===== src/rtl/egress_pkt_buffer.sv =====
// egress_pkt_buffer: per-port store-and-forward egress buffer.
// Beats are written speculatively at wr_ptr. They become visible downstream only
// once the packet's eop beat is written, which moves commit_ptr. A malformed,
// truncated or overflowing packet is dropped by rolling wr_ptr back to commit_ptr.
//
// Egress handshake: a beat transfers on a cycle where out_val and out_rdy are both
// high at the rising clock edge. out_val never depends on out_rdy. While out_val is
// high and out_rdy is low, every out_* field holds its value.
module egress_pkt_buffer #(
  parameter int DEPTH_P  = 16,
  parameter int DATA_W_P = 256,
  parameter int VBC_W_P  = 8,
  parameter int CNT_W_P  = 16
) (
  input  logic                clk,
  input  logic                reset_L,
  input  logic                in_val,
  input  logic                in_sop,
  input  logic                in_eop,
  input  logic [VBC_W_P-1:0]  in_vbc,
  input  logic [DATA_W_P-1:0] in_data,
  output logic                out_val,
  output logic                out_sop,
  output logic                out_eop,
  output logic [VBC_W_P-1:0]  out_vbc,
  output logic [DATA_W_P-1:0] out_data,
  input  logic                out_rdy,
  output logic                empty,
  output logic [CNT_W_P-1:0]  pkt_cnt,
  output logic [CNT_W_P-1:0]  drop_cnt,
  output logic [1:0]          state_dbg
);

  localparam int AW = $clog2(DEPTH_P);
  localparam int PW = AW + 1;
  localparam logic [VBC_W_P-1:0] BEAT_BYTES = VBC_W_P'(DATA_W_P / 8);
  localparam logic [PW-1:0]      FULL_OCC   = PW'(DEPTH_P);

  typedef enum logic [1:0] {
    S_IDLE = 2'd0,
    S_PKT  = 2'd1,
    S_DROP = 2'd2
  } state_t;

  state_t state;

  // Pointers carry one extra wrap bit so full and empty are distinguishable.
  logic [PW-1:0] wr_ptr;
  logic [PW-1:0] commit_ptr;
  logic [PW-1:0] rd_ptr;

  logic                sop_mem  [DEPTH_P];
  logic                eop_mem  [DEPTH_P];
  logic [VBC_W_P-1:0]  vbc_mem  [DEPTH_P];
  logic [DATA_W_P-1:0] data_mem [DEPTH_P];

  logic          restart;
  logic          start;
  logic          cont;
  logic          stray;
  logic          vbc_bad;
  logic          bad;
  logic          wr_en;
  logic          commit;
  logic          rollback;
  logic          pop;
  logic [PW-1:0] base;
  logic [PW-1:0] occ;
  logic [1:0]    drop_add;
  state_t        next_after_beat;
  logic [CNT_W_P:0] pkt_sum;
  logic [CNT_W_P:0] drop_sum;
  logic [AW-1:0] rd_idx;

  // Decode this cycle's ingress action. A sop arriving in PKT abandons the open
  // packet first, so the new beat is judged and written from commit_ptr.
  always_comb begin
    restart  = (state == S_PKT) && in_val && in_sop;
    base     = restart ? commit_ptr : wr_ptr;
    occ      = base - rd_ptr;
    vbc_bad  = (in_vbc == '0) || (in_vbc > BEAT_BYTES);
    bad      = vbc_bad || (occ == FULL_OCC);
    start    = in_val && in_sop;
    cont     = in_val && !in_sop && (state == S_PKT);
    stray    = in_val && !in_sop && (state == S_IDLE);
    wr_en    = (start || cont) && !bad;
    commit   = wr_en && in_eop;
    rollback = restart || (cont && bad);
    drop_add = {1'b0, restart} + {1'b0, (start || cont) && bad} + {1'b0, stray};
    if (in_eop) begin
      next_after_beat = S_IDLE;
    end else if (bad) begin
      next_after_beat = S_DROP;
    end else begin
      next_after_beat = S_PKT;
    end
    pkt_sum  = {1'b0, pkt_cnt} + (CNT_W_P + 1)'(commit);
    drop_sum = {1'b0, drop_cnt} + (CNT_W_P + 1)'(drop_add);
  end

  // Egress view: the head entry is presented whenever committed beats are pending.
  always_comb begin
    rd_idx   = rd_ptr[AW-1:0];
    out_val  = (rd_ptr != commit_ptr);
    out_sop  = out_val && sop_mem[rd_idx];
    out_eop  = out_val && eop_mem[rd_idx];
    out_vbc  = out_val ? vbc_mem[rd_idx] : '0;
    out_data = data_mem[rd_idx];
    empty    = !out_val;
    pop      = out_val && out_rdy;
    state_dbg = state;
  end

  // Beat storage; an entry is never rewritten while it is still unread because
  // the occupancy check counts from rd_ptr.
  always_ff @(posedge clk) begin
    if (wr_en) begin
      sop_mem[base[AW-1:0]]  <= in_sop;
      eop_mem[base[AW-1:0]]  <= in_eop;
      vbc_mem[base[AW-1:0]]  <= in_vbc;
      data_mem[base[AW-1:0]] <= in_data;
    end
  end

  // Ingress FSM together with pointers and saturating statistics.
  always_ff @(posedge clk or negedge reset_L) begin
    if (!reset_L) begin
      state      <= S_IDLE;
      wr_ptr     <= '0;
      commit_ptr <= '0;
      rd_ptr     <= '0;
      pkt_cnt    <= '0;
      drop_cnt   <= '0;
    end else begin
      if (pop) begin
        rd_ptr <= rd_ptr + 1'b1;
      end
      if (wr_en) begin
        wr_ptr <= base + 1'b1;
      end else if (rollback) begin
        wr_ptr <= commit_ptr;
      end
      if (commit) begin
        commit_ptr <= base + 1'b1;
      end
      pkt_cnt  <= pkt_sum[CNT_W_P]  ? '1 : pkt_sum[CNT_W_P-1:0];
      drop_cnt <= drop_sum[CNT_W_P] ? '1 : drop_sum[CNT_W_P-1:0];
      case (state)
        S_IDLE: begin
          if (start) state <= next_after_beat;
        end
        S_PKT: begin
          if (start || cont) state <= next_after_beat;
        end
        S_DROP: begin
          if (start) begin
            state <= next_after_beat;
          end else if (in_val && in_eop) begin
            state <= S_IDLE;
          end
        end
        default: state <= S_IDLE;
      endcase
    end
  end

endmodule

===== config.mk =====
export PLATFORM = sky130hd
export DESIGN_NAME = egress_pkt_buffer
export DESIGN_NICKNAME = d
export VERILOG_FILES = /design/src/rtl/egress_pkt_buffer.sv
export SDC_FILE = /design/constraint.sdc
export NUM_CORES = 2
export LEC_CHECK = 0
export CAP_MARGIN = 20
export CELL_PAD_IN_SITES_DETAIL_PLACEMENT = 2
export CELL_PAD_IN_SITES_GLOBAL_PLACEMENT = 2
export CORE_MARGIN = 5
export CORE_UTILIZATION = 41
export CTS_CLUSTER_SIZE = 40
export DETAILED_ROUTE_END_ITERATION = 12
export PLACE_DENSITY = 0.75
export SLEW_MARGIN = 20
export SYNTH_ARGS = -nofsm -noshare
export SYNTH_HDL_FRONTEND = slang
export SYNTH_MEMORY_MAX_BITS = 65536
export SYNTH_SLANG_ARGS = --single-unit

===== constraint.sdc =====
create_clock -name clk -period 12.57 [get_ports clk]
set_input_delay 2.514 -clock clk [delete_from_list [all_inputs] [get_ports clk]]
set_output_delay 2.514 -clock clk [all_outputs]
set_load 0.01 [all_outputs]

==> flow_metrics.py <==
metrics = {
    "status": {
        "run_status": "finished, final reports clean",
    },
    "synthesis": {
        "synth_top_family_by_area": "multiplexers",
        "yosysTopAreaCell": "edfxtp_1",
        "synth_commonest_cells": "edfxtp_1, mux4_2, clkbuf_1",
        "yosys_warnings": 0,
        "ys_async_sr_fraction_pct": 1.138,
        "synth_mux_area_share_pct": 18.58,
        "synth_top_cell_area_share_pct": 78.86,
        "synth_most_common_cell": "edfxtp_1",
        "synth-edff-count": 4256,
        "ys_seq_area_share_pct": 79.62,
        "synth-simple-area-share_pct": 0.5003,
        "synthDistinctLibCells": 52,
        "synth-seq-cells": 4305,
        "synth_ff_type": "edfxtp_1",
        "synth.avg_cell_area_um2": 26.08,
        "syn_inst": 6213,
        "yosys.area_share.adder_pct": 0.1313,
        "synth.area.top_cells": "edfxtp_1, mux4_2, dfrtp_1",
        "syn_nets": 6498,
        "synth_compound_area_share_pct": 0.1699,
        "syn-cell-area_um2": 162100,
        "synth_xor_area_share_pct": 0.1729,
    },
    "power": {
        "swShare_pct": 28.78,
        "clkPwrFrac_pct": 32.1,
        "power_frac_comb_pct": 29.1,
        "ir_drop_mv": 0.2013,
        "power_density_nw_per_um2": 218.1,
        "p_seq_share_pct": 38.8,
        "p_switching_uw": 11870,
        "internal_power_uw": 29370,
        "p_leak_uw": 0.05821,
    },
    "detailed_routing": {
        "wl_per_cell_um": 38.39,
        "remaining_drc_errors": 0,
        "vias": 75000,
        "avgViaCountPerCell": 5.912,
        "m1WireLength_um": 183300,
        "wl_um": 487000,
        "wl_met2_um": 263500,
        "drt-initial-drc-count": 8046,
        "postRouteAntennaNets": 0,
        "dr.pass1.iters": 8,
        "wl_met3_um": 26590,
        "topRoutingLayerUsed": "met5",
    },
    "clocking": {
        "clkSinkCount": 4305,
        "cts.path.max_buffers": 4,
        "htree_num_levels": 5,
        "path_clk_slew_ns": 0.06,
        "root_buffer": "clkbuf_16",
        "cts_buffers": 450,
        "clk_latency_ns": 0.99,
        "cts_resized": 0,
        "cts_tree": "done",
        "postCtsHoldBufs": 0,
        "postCtsSetupBuffers": 0,
    },
    "floorplan": {
        "die_y_um": 638.7,
        "io_pins": 572,
        "coreArea_um2": 393100,
        "initial_core_util_pct": 41.23,
        "die-area_um2": 407900,
        "num_rows": 230,
        "die_w_um": 638.7,
    },
    "sta": {
        "period_share_pct": 67.94,
        "tightest_slew_ns": 1.239,
        "clock.fmax_ghz": 0.1171,
        "fin_skew_ns": 0.05226,
        "period_needed_ns": 8.540,
        "hold_viol_final": 0,
        "report.final.slew_viol_count": 0,
        "setup_tns_ns": 0,
        "relSlewSlack_pct": 17.37,
        "holdWs_ns": 0.5530,
        "setup_viol": 0,
        "rsz0062_at_grt": "no",
    },
    "setup_path": {
        "rrSetupSlack_ns": 6.01,
        "crit_arrival_ns": 9.42,
        "crit_path_end_kind": "flop",
        "crit_path_start_kind": "input port",
        "critPathMaxFanout": 24,
        "critPathRequiredTime_ns": 13.45,
        "critical_path_class": "in -> reg",
        "r2r_start": "rd_ptr[1]",
        "r2r_cells": 17,
        "r2r_end": "drop_cnt[10]",
    },
    "global_routing": {
        "grt_max_degree": 144,
        "track_usage_pct": 23.84,
        "grt_pass1_wl_um": 690400,
        "globalRoute.totalOverflow": 0,
        "grt_pass1_vias": 82780,
        "antenna_found_initial": 83,
    },
    "place": {
        "io_buffers": 571,
        "hpwl_um": 269400,
        "post-place-cells": 11810,
        "gp_congestion": 0.7660,
    },
    "layout": {
        "num-fill-cells": 33960,
        "syn_to_final_growth_pct": 16.67,
        "nets": 7329,
        "drive_above_1_share_pct": 28.43,
        "instances_no_fill": 12690,
    },
    "flow_run": {
        "cap_violations": 0,
    },
    "min_path": {
        "hold_end": "pkt_cnt[12]",
        "min_delay_path_depth": 1,
        "min_from": "pkt_cnt[12]",
        "holdCritPathClass": "reg -> reg",
    },
}
==> sequential cells by signal (all words and copies together), names as in the netlist <==
register    cells
data_mem     4096
vbc_mem       128
drop_cnt       16
eop_mem        16
pkt_cnt        16
sop_mem        16
commit_ptr      5
rd_ptr          5
wr_ptr          5
state_dbg       2
==> how the worst max path moves through the flow <==
stage,start,endpoint,slack (ns),cells after the start
6_report,in_sop,drop_cnt[10],4.03,19
5_1_grt,in_sop,drop_cnt[10],3.69,19
4_1_cts,in_sop,drop_cnt[10],4.25,19
3_5_place_dp,in_sop,drop_cnt[10],3.13,19
3_3_place_gp,in_sop,drop_cnt[10],3.55,19
2_1_floorplan,in_val,data_mem[10][0],1.08,12
==> cell families (layout without fill, tap and decap cells) <==
logic type,Yosys count,in the layout
compound gates,45,45
other cells,0,38
mux,1344,1344
xor+xnor,32,32
simple gates,146,146
flops,4305,4305
buf+inv,325,1540
fa+ha+maj,16,16
==> area by class of cell <==
type	instances	area (um2)	share of cell area (%)
repair buffers	685	7274	3.847
diodes	38	95.09	0.05029
well taps	5220	6531	3.454
inverters	19	78.83	0.04169
flip-flops and latches	4305	129000	68.25
clock buffers	553	11770	6.227
multi-input cells	1583	31730	16.78
clock inverters	283	2550	1.349
==> layout by cell type, fill, tap and decap left out, types with 15 or more instances in the layout <==
cell,netlist,final
and2_4,0,16
buf_12,0,55
buf_4,0,58
bufinv_16,0,40
clkbuf_1,176,96
clkbuf_16,0,455
clkdlybuf4s50_1,0,570
clkinv_1,0,110
clkinv_2,0,84
clkinvlp_4,0,21
dfrtp_1,49,46
diode_2,0,38
edfxtp_1,4256,4256
inv_1,18,18
inv_6,0,15
mux4_2,1330,1330
nand2_1,40,40
nand3_1,15,15
nor2_1,16,16
nor2b_1,15,15
o21ai_0,21,21
xnor2_1,19,19
==> layer usage <==
| layer | vias to the layer above | global-route usage, % |
|---|---|---|
| met5 | - | 0 |
| met4 | 34 | 6.557 |
| met3 | 676 | 3.492 |
| met2 | 3065 | 43.10 |
| met1 | 42170 | 29.99 |
| li1 | 29050 | - |
==> metrics by stage <==
stage               utilization, %  setup slack [ns]  power [uW]  area [um2]
floorplan                        -             1.079       23340      162100
global placement             44.42             3.547       28090      174600
detailed placement           44.42             3.127       28410      174600
CTS                          48.07             4.255       41760      189000
global route                 48.09             3.692       42720      189000
finish                       48.10             4.030       41250      189100
==> power groups by stage <==
stage | clock, uW | combinational (uW) | sequential, uW
floorplan | 0 | 7120 | 16200
global placement | 0 | 11800 | 16300
detailed placement | 0 | 12100 | 16400
CTS | 13600 | 12200 | 16000
global route | 14300 | 12500 | 16000
finish | 13200 | 12000 | 16000
==> critical path, stage by stage <==
cell,delay [ns]
clkdlybuf4s50_1,1.11
nand4b_2,0.61
mux2i_1,0.51
inv_1,0.19
ha_1,0.42
a21oi_1,0.14
a21bo_2,0.23
a2111o_1,0.52
nand3_1,0.16
nand2_1,0.10
fa_1,0.45
inv_1,0.08
ha_1,0.21
fa_1,0.25
and3_1,0.24
nand3_1,0.20
nor3_1,0.61
nand3_1,0.56
o21ai_0,0.31
(Power assumes the default switching activity.)
